`config.mk`:
```
export PLATFORM = sky130hd
export DESIGN_NAME = core_sequencer
export DESIGN_NICKNAME = d
export VERILOG_FILES = /design/src/rtl/core_sequencer.sv
export SDC_FILE = /design/constraint.sdc
export NUM_CORES = 1
export LEC_CHECK = 0
export BUFFER_PORTS_ARGS = -buffer_cell sky130_fd_sc_hd__buf_2
export CORE_MARGIN = 3
export CORE_UTILIZATION = 52
export DETAILED_ROUTE_END_ITERATION = 10
export GPL_TIMING_DRIVEN = 0
export PLACE_DENSITY = 0.95
export SLEW_MARGIN = 25
export SYNTH_ARGS = -nofsm -noshare
export SYNTH_HDL_FRONTEND = slang
export SYNTH_SLANG_ARGS = --single-unit
```
`constraint.sdc`:
```
create_clock -name clk -period 3.3 [get_ports clk]
set_clock_uncertainty 0.1 [all_clocks]
set_input_delay 0.33 -clock clk [delete_from_list [all_inputs] [get_ports clk]]
set_output_delay 0.33 -clock clk [all_outputs]
set_load 0.005 [all_outputs]
```
`src/rtl/core_sequencer.sv`:
```
// core_sequencer: multi-cycle control FSM for the rv32i core.
// Steps one instruction at a time through FETCH, DECODE, EXEC, MEM and WB.
// Holds the program counter and the instruction register.
// Drives the instruction/data memory handshakes and the register-file write strobe.
// Halts in TRAP on an illegal opcode, on SYSTEM, or on a misaligned control-flow target.
module core_sequencer #(
   parameter logic [31:0] RESET_PC = 32'h0000_0000
) (
   input  logic        clk,
   input  logic        rst_n,
   output logic        imem_req,
   output logic [31:0] imem_addr,
   input  logic        imem_ack,
   input  logic [31:0] imem_rdata,
   output logic [31:0] ir,
   output logic [31:0] pc,
   input  logic [31:0] target,
   input  logic        branch_taken,
   output logic        dmem_req,
   output logic        dmem_we,
   input  logic        dmem_ack,
   output logic        rf_we,
   output logic        retire,
   output logic        trap
);

   localparam logic [6:0] OP_LUI     = 7'b0110111;
   localparam logic [6:0] OP_AUIPC   = 7'b0010111;
   localparam logic [6:0] OP_JAL     = 7'b1101111;
   localparam logic [6:0] OP_JALR    = 7'b1100111;
   localparam logic [6:0] OP_BRANCH  = 7'b1100011;
   localparam logic [6:0] OP_LOAD    = 7'b0000011;
   localparam logic [6:0] OP_STORE   = 7'b0100011;
   localparam logic [6:0] OP_OPIMM   = 7'b0010011;
   localparam logic [6:0] OP_OP      = 7'b0110011;
   localparam logic [6:0] OP_MISCMEM = 7'b0001111;
   localparam logic [6:0] OP_SYSTEM  = 7'b1110011;

   localparam logic [31:0] NOP_INSTR = 32'h0000_0013;

   typedef enum logic [2:0] {
      S_FETCH, S_DECODE, S_EXEC, S_MEM, S_WB, S_TRAP
   } state_t;

   typedef enum logic [2:0] {
      C_ALU, C_JAL, C_JALR, C_BRANCH, C_LOAD, C_STORE, C_MISCMEM, C_ILLEGAL
   } opclass_t;

   state_t      state_q, state_d;
   logic [31:0] pc_q, pc_d;
   logic [31:0] ir_q, ir_d;

   opclass_t    op_class;
   logic [31:0] pc_plus4;
   logic [31:0] branch_pc;
   logic [31:0] jump_pc;
   logic        branch_misaligned;
   logic        jump_misaligned;

   // Classify the latched instruction by opcode; SYSTEM is folded into ILLEGAL.
   always_comb begin
      // NOTE: every signal written in a combinational block gets a default first, so no latch is inferred.
      op_class = C_ILLEGAL;
      case (ir_q[6:0])
         OP_LUI, OP_AUIPC, OP_OPIMM, OP_OP: op_class = C_ALU;
         OP_JAL:                            op_class = C_JAL;
         OP_JALR:                           op_class = C_JALR;
         OP_BRANCH:                         op_class = C_BRANCH;
         OP_LOAD:                           op_class = C_LOAD;
         OP_STORE:                          op_class = C_STORE;
         OP_MISCMEM:                        op_class = C_MISCMEM;
         OP_SYSTEM:                         op_class = C_ILLEGAL;
         default:                           op_class = C_ILLEGAL;
      endcase
   end

   // Candidate next-pc values; target is produced from the stable ir/pc, so it holds from EXEC through WB.
   assign pc_plus4          = pc_q + 32'd4;
   assign branch_pc         = branch_taken ? target : pc_plus4;
   assign jump_pc           = (op_class == C_JALR) ? {target[31:1], 1'b0} : target;
   assign branch_misaligned = (branch_pc[1:0] != 2'b00);
   assign jump_misaligned   = (jump_pc[1:0] != 2'b00);

   // State, pc and ir registers with synchronous active-low reset.
   always_ff @(posedge clk) begin
      // NOTE: sequential state is updated with non-blocking assignments so every register samples pre-edge values.
      if (!rst_n) begin
         state_q <= S_FETCH;
         pc_q    <= RESET_PC;
         ir_q    <= NOP_INSTR;
      end else begin
         state_q <= state_d;
         pc_q    <= pc_d;
         ir_q    <= ir_d;
      end
   end

   // Next-state, next-pc and instruction latch logic.
   always_comb begin
      state_d = state_q;
      pc_d    = pc_q;
      ir_d    = ir_q;
      case (state_q)
         S_FETCH: begin
            if (imem_ack) begin
               ir_d    = imem_rdata;
               state_d = S_DECODE;
            end
         end
         S_DECODE: begin
            state_d = (op_class == C_ILLEGAL) ? S_TRAP : S_EXEC;
         end
         S_EXEC: begin
            case (op_class)
               C_LOAD, C_STORE: state_d = S_MEM;
               C_BRANCH: begin
                  if (branch_misaligned) begin
                     state_d = S_TRAP;
                  end else begin
                     pc_d    = branch_pc;
                     state_d = S_FETCH;
                  end
               end
               C_MISCMEM: begin
                  pc_d    = pc_plus4;
                  state_d = S_FETCH;
               end
               // Jump targets are validated here so WB never has to suppress its strobes.
               C_JAL, C_JALR: state_d = jump_misaligned ? S_TRAP : S_WB;
               default:       state_d = S_WB;
            endcase
         end
         S_MEM: begin
            if (dmem_ack) begin
               if (op_class == C_STORE) begin
                  pc_d    = pc_plus4;
                  state_d = S_FETCH;
               end else begin
                  state_d = S_WB;
               end
            end
         end
         S_WB: begin
            pc_d    = (op_class == C_JAL || op_class == C_JALR) ? jump_pc : pc_plus4;
            state_d = S_FETCH;
         end
         S_TRAP:  state_d = S_TRAP;
         default: state_d = S_TRAP;
      endcase
   end

   // Handshake and strobe outputs decoded from the state register, all forced low while reset is held.
   always_comb begin
      imem_req = 1'b0;
      dmem_req = 1'b0;
      dmem_we  = 1'b0;
      rf_we    = 1'b0;
      retire   = 1'b0;
      trap     = 1'b0;
      if (rst_n) begin
         case (state_q)
            S_FETCH: imem_req = 1'b1;
            S_EXEC: begin
               retire = (op_class == C_MISCMEM) ||
                        (op_class == C_BRANCH && !branch_misaligned);
            end
            S_MEM: begin
               dmem_req = 1'b1;
               dmem_we  = (op_class == C_STORE);
               retire   = (op_class == C_STORE) && dmem_ack;
            end
            S_WB: begin
               rf_we  = 1'b1;
               retire = 1'b1;
            end
            S_TRAP:  trap = 1'b1;
            default: trap = 1'b0;
         endcase
      end
   end

   assign imem_addr = pc_q;
   assign pc        = pc_q;
   assign ir        = ir_q;

endmodule

```
Word-level counts from Yosys, hierarchy flattened
Cells that the tools add are included.

Register bits: 67. Input port bits: 69. Logic and storage cells: 75.

Add/subtract/negate cells: 1. Eq/ne operators: 27. Mux-type cells: 29. Reductions and logical operators: 15.

Operators by type and width (number): $mux 32 (5); $pmux 32 s3 (1); $pmux 32 s2 (1); $add 32x3->32 const B (1); $eq 7x6->1 const B (3); $eq 7x7->1 const B (3); $pmux 3 s7 (1); $eq 3x3->1 const B (6); $mux 3 (5); $pmux 3 s5 (1); $eq 7x5->1 const B (2); $mux 1 (13); $eq 3x2->1 const B (4); $pmux 3 s4 (1); $eq 7x2->1 const B (1); $eq 7x4->1 const B (1); $eq 3x1->1 const B (2); $ne 2x2->1 const B (3); $ne 3x3->1 const B (2); $reduce_and 5->1 (1); $reduce_and 2->1 (2); $reduce_bool 2->1 (2); $reduce_or 2->1 (2); $reduce_or 4->1 (1); other kinds (6) (8).

Depth between registers and ports, before layout
Depth after elaboration: 9. Depth in mapped cells: 9.

Worst setup path before layout
Ideal clock, no wire load.

Path type: register -> register. Start point: reg pc_q[25], in the netlist imem_addr[25]. End point: reg pc_q[31], in the netlist imem_addr[31]. Arrival time: 1.858 ns. Slack: 1.224 ns. Stages on the path, launching flop included: 6. Period minus slack after synthesis: 2.076 ns. Cells stage by stage: dfxtp_1 > nand4_1 > or3_1 > or4_1 > o2bb2ai_1 > a32o_1.

Longest elaborated chain between the ends: 5.

Ends and longest elaborated chain: start: declaration (line 50) `logic [31:0] pc_q, pc_d;`; start signal: assignment (line 93) `pc_q <= pc_d;`; $add 32x3->32 (*) (line 78) `assign pc_plus4 = pc_q + 32'd4;`; $mux 32 (line 79) `assign branch_pc = branch_taken ? target : pc_plus4;`; $mux 32 (line 117) `if (branch_misaligned) begin`; $pmux 32 s2 (line 114) `case (op_class)`; $pmux 32 s3 (*) (line 103) `case (state_q)`.

Mark *: on every way between the ends. The rest lies on a longest branch, timed or not. The select of a mux whose other input is x is not followed. A chain may end at the register's enable or synchronous reset.

Worst setup path in the final report
Start point: reg ir_q[3], in the netlist ir[3]. End point: out retire.

Longest elaborated chain between the ends: 8.

Ends and longest elaborated chain: start: declaration (line 51) `logic [31:0] ir_q, ir_d;`; start signal: assignment (line 94) `ir_q <= ir_d;`; $eq 7x6->1 / $eq 7x5->1 (equally long branches) (line 64) `case (ir_q[6:0])`; $reduce_or 4->1 (line 64); $pmux 3 s7 (*) (line 64); $eq 3x2->1 (line 165) `(op_class == C_BRANCH && !branch_misaligned);`; $logic_and 1x1->1 (line 165); $logic_or 1x1->1 (line 164) `retire = (op_class == C_MISCMEM) ||`; $pmux 1 s3 (*) (line 161) `case (state_q)`; $mux 1 (*) (line 160) `if (rst_n) begin`; end: declaration (line 23) `output logic retire,`.

Mark *: on every way between the ends. The rest lies on a longest branch, timed or not.

==> results.cfg <==
[critical_path]
cp_max_fo = 10
required_ps = 2870
reg2reg_from = ir[3]
rr_worst_depth = 9
arrival_ps = 2680
critPathKind = reg2out
end_kind = output pin
cp-start-kind = flip-flop
r2r_slack_ps = 760
r2r-end = imem_addr[15]

[outcome]
status = finished clean

[floorplanning]
core_mm2 = 0.00741
dieWidth_um = 94.4
start_util = 0.549
die_h_um = 94.4
pin_count = 171
num_rows = 31
fp.dieArea_mm2 = 0.00892

[sta]
min_period_ps = 3110
fin_ws_ps = 190
setup_viol = 0
fin_setup_tns_ps = 0
worst_pin_slew_ps = 609
finalCritPeriodShare = 0.942
report.final.slew_viol_count = 0
rsz0062_at_grt = false
hold_violations = 0
fmax_mhz = 322
max_slew_margin = 0.594

[placement]
hpwl_mm = 10.1
portBuffers = 169
gp_congestion = 0.933
pre_cts_slack_ps = 665
dp_cells = 777

[min_path]
hold_depth = 3
min_from = imem_rdata[4]
hp-class = in2reg
min_to = ir[4]

[layout]
fin_cells = 793
area_growth_pct = 28.8
multi_input_area_mm2 = 0.00224
drive_gt1_frac = 0.367
antenna_cells = 0
fill_cells = 594
layout_commonest_cell = buf_2
final_cell_mix = buf_2, nand2_1, dfxtp_1, buf_4, a21boi_0
post-route-util = 0.707
regArea_mm2 = 0.00134
fin_nets = 759

[detailed_routing]
wirelength_mm = 13.4
drt-initial-drc-count = 342
dr.pass1.iters = 6
viasPerCell = 5.93
route.detailed.drc = 0
via_count = 4701
ant_nets = 0
wl_per_cell_um = 16.9

[power_and_ir_drop]
finalPower_w = 0.00316
irDropWorstVdd_mv = 0.416
p_leak_nw = 2.38
powerDensity_mw_per_mm2 = 603

[synth]
ys.flop_type = dfxtp_1
syn_area_mm2 = 0.00407
ys_ff_latch = 67
ys_types = 60
ys_seq_area_frac = 0.330
yosys_warnings = 0
synth_edf_count = 0
syn_avg_cell_area_um2 = 7.99
syn-num-nets = 579
synthArstFlopShare = 0
netlist_instances = 509

[global_routing]
grt_overflow = 0
grt_start_max_net_pins = 14
grt_pass1_vias = 4464
grt_pass1_wl_mm = 21.4
grtUsageTotal = 0.299
antenna_found_initial = 0

[clock_network]
cts.reportedPaths.clkPinSlew_ps = 70
cts-buffers-inserted = 9
clk_latency_ps = 360
postCtsSetupBuffers = 0
postCtsHoldBufs = 0
cts_tree = built
cts_resized = 0
htreeDepth = 3
cts.sinks = 67
root_buffer = clkbuf_8
cts_buffer_depth = 2

[run]
drv_cap = 0
## synth_stat cells, drive strengths merged, types with 5 or more instances
cell,number,share of area
nand2,92,0.085
nor2b,5,0.0077
o22ai,27,0.042
nand3,13,0.016
a21boi,30,0.055
a32o,20,0.049
o31ai,7,0.016
clkbuf,27,0.026
nand2b,5,0.0077
a2bb2oi,7,0.015
and3,5,0.0077
nor3,20,0.025
nor2,16,0.015
o21ai,20,0.026
inv,9,0.0083
nand4,5,0.0092
buf,48,0.085
o41ai,7,0.019
dfxtp,67,0.33
and2,8,0.012
nor4,10,0.015
a21oi,10,0.012
and4,5,0.011
## logic make-up (layout without fill, tap and decap cells)
group / after synthesis / after routing / synth area share
AO/OA/AOI/OAI: 146 / 146 / 0.275
adder cells (fa/ha/maj): 1 / 1 / 0.00308
buffers and inverters: 84 / 269 / 0.119
flip-flops: 67 / 67 / 0.330
multiplexers: 6 / 6 / 0.0160
AND/OR/NAND/NOR: 205 / 205 / 0.257
## stage by stage
step / hold slack, ps / cell area [um2]
floorplan: 354 / 4070
global placement: 348 / 5040
detailed placement: 353 / 5040
CTS: 73.2 / 5240
global route: 103 / 5240
finish: 88.1 / 5240
## how the worst max path moves through the flow
stage	start	endpoint	slack (ps)
after floorplan	imem_addr[25]	imem_addr[31]	1220
after global placement	ir[3]	retire	700
after global routing	ir[3]	retire	60
after CTS	ir[5]	retire	270
final	ir[3]	retire	190
after detailed placement	ir[3]	retire	670
## power breakdown
part           internal (W)  switching (W)
Clock              0.000354       0.000360
Sequential         0.000961       0.000151
Combinational      0.000591       0.000742
Total               0.00191        0.00125
## worst max-delay path, stage by stage, from the launching register on
cell      delay [ps]
dfxtp_1          320
clkbuf_2         170
nor2_1           250
nor4b_1          470
and3_1           240
clkbuf_2         180
o21ai_2          150
inv_1            150
buf_2            240
buf_2            150
## layout make-up
type,count,area share
Multi-Input combinational cell,358,0.428
Sequential cell,67,0.256
Timing Repair Buffer,169,0.161
Buffer,75,0.0857
Clock buffer,9,0.0236
Tap cell,99,0.0236
Clock inverter,7,0.0148
Inverter,9,0.00645
## per-layer routing
metal  up-vias  share of wire  track usage
met5         -              0            0
met4         0          0.032        0.137
met3        43           0.11       0.0677
met2       305           0.48        0.517
met1      2153           0.38        0.352
li1       2200              -            -
## sequential cells by signal, indices dropped and copies added (netlist names)
signal / cells
imem_addr: 32
ir: 32
state_q: 3
Note: power is estimated with default switching activity, not from simulation.
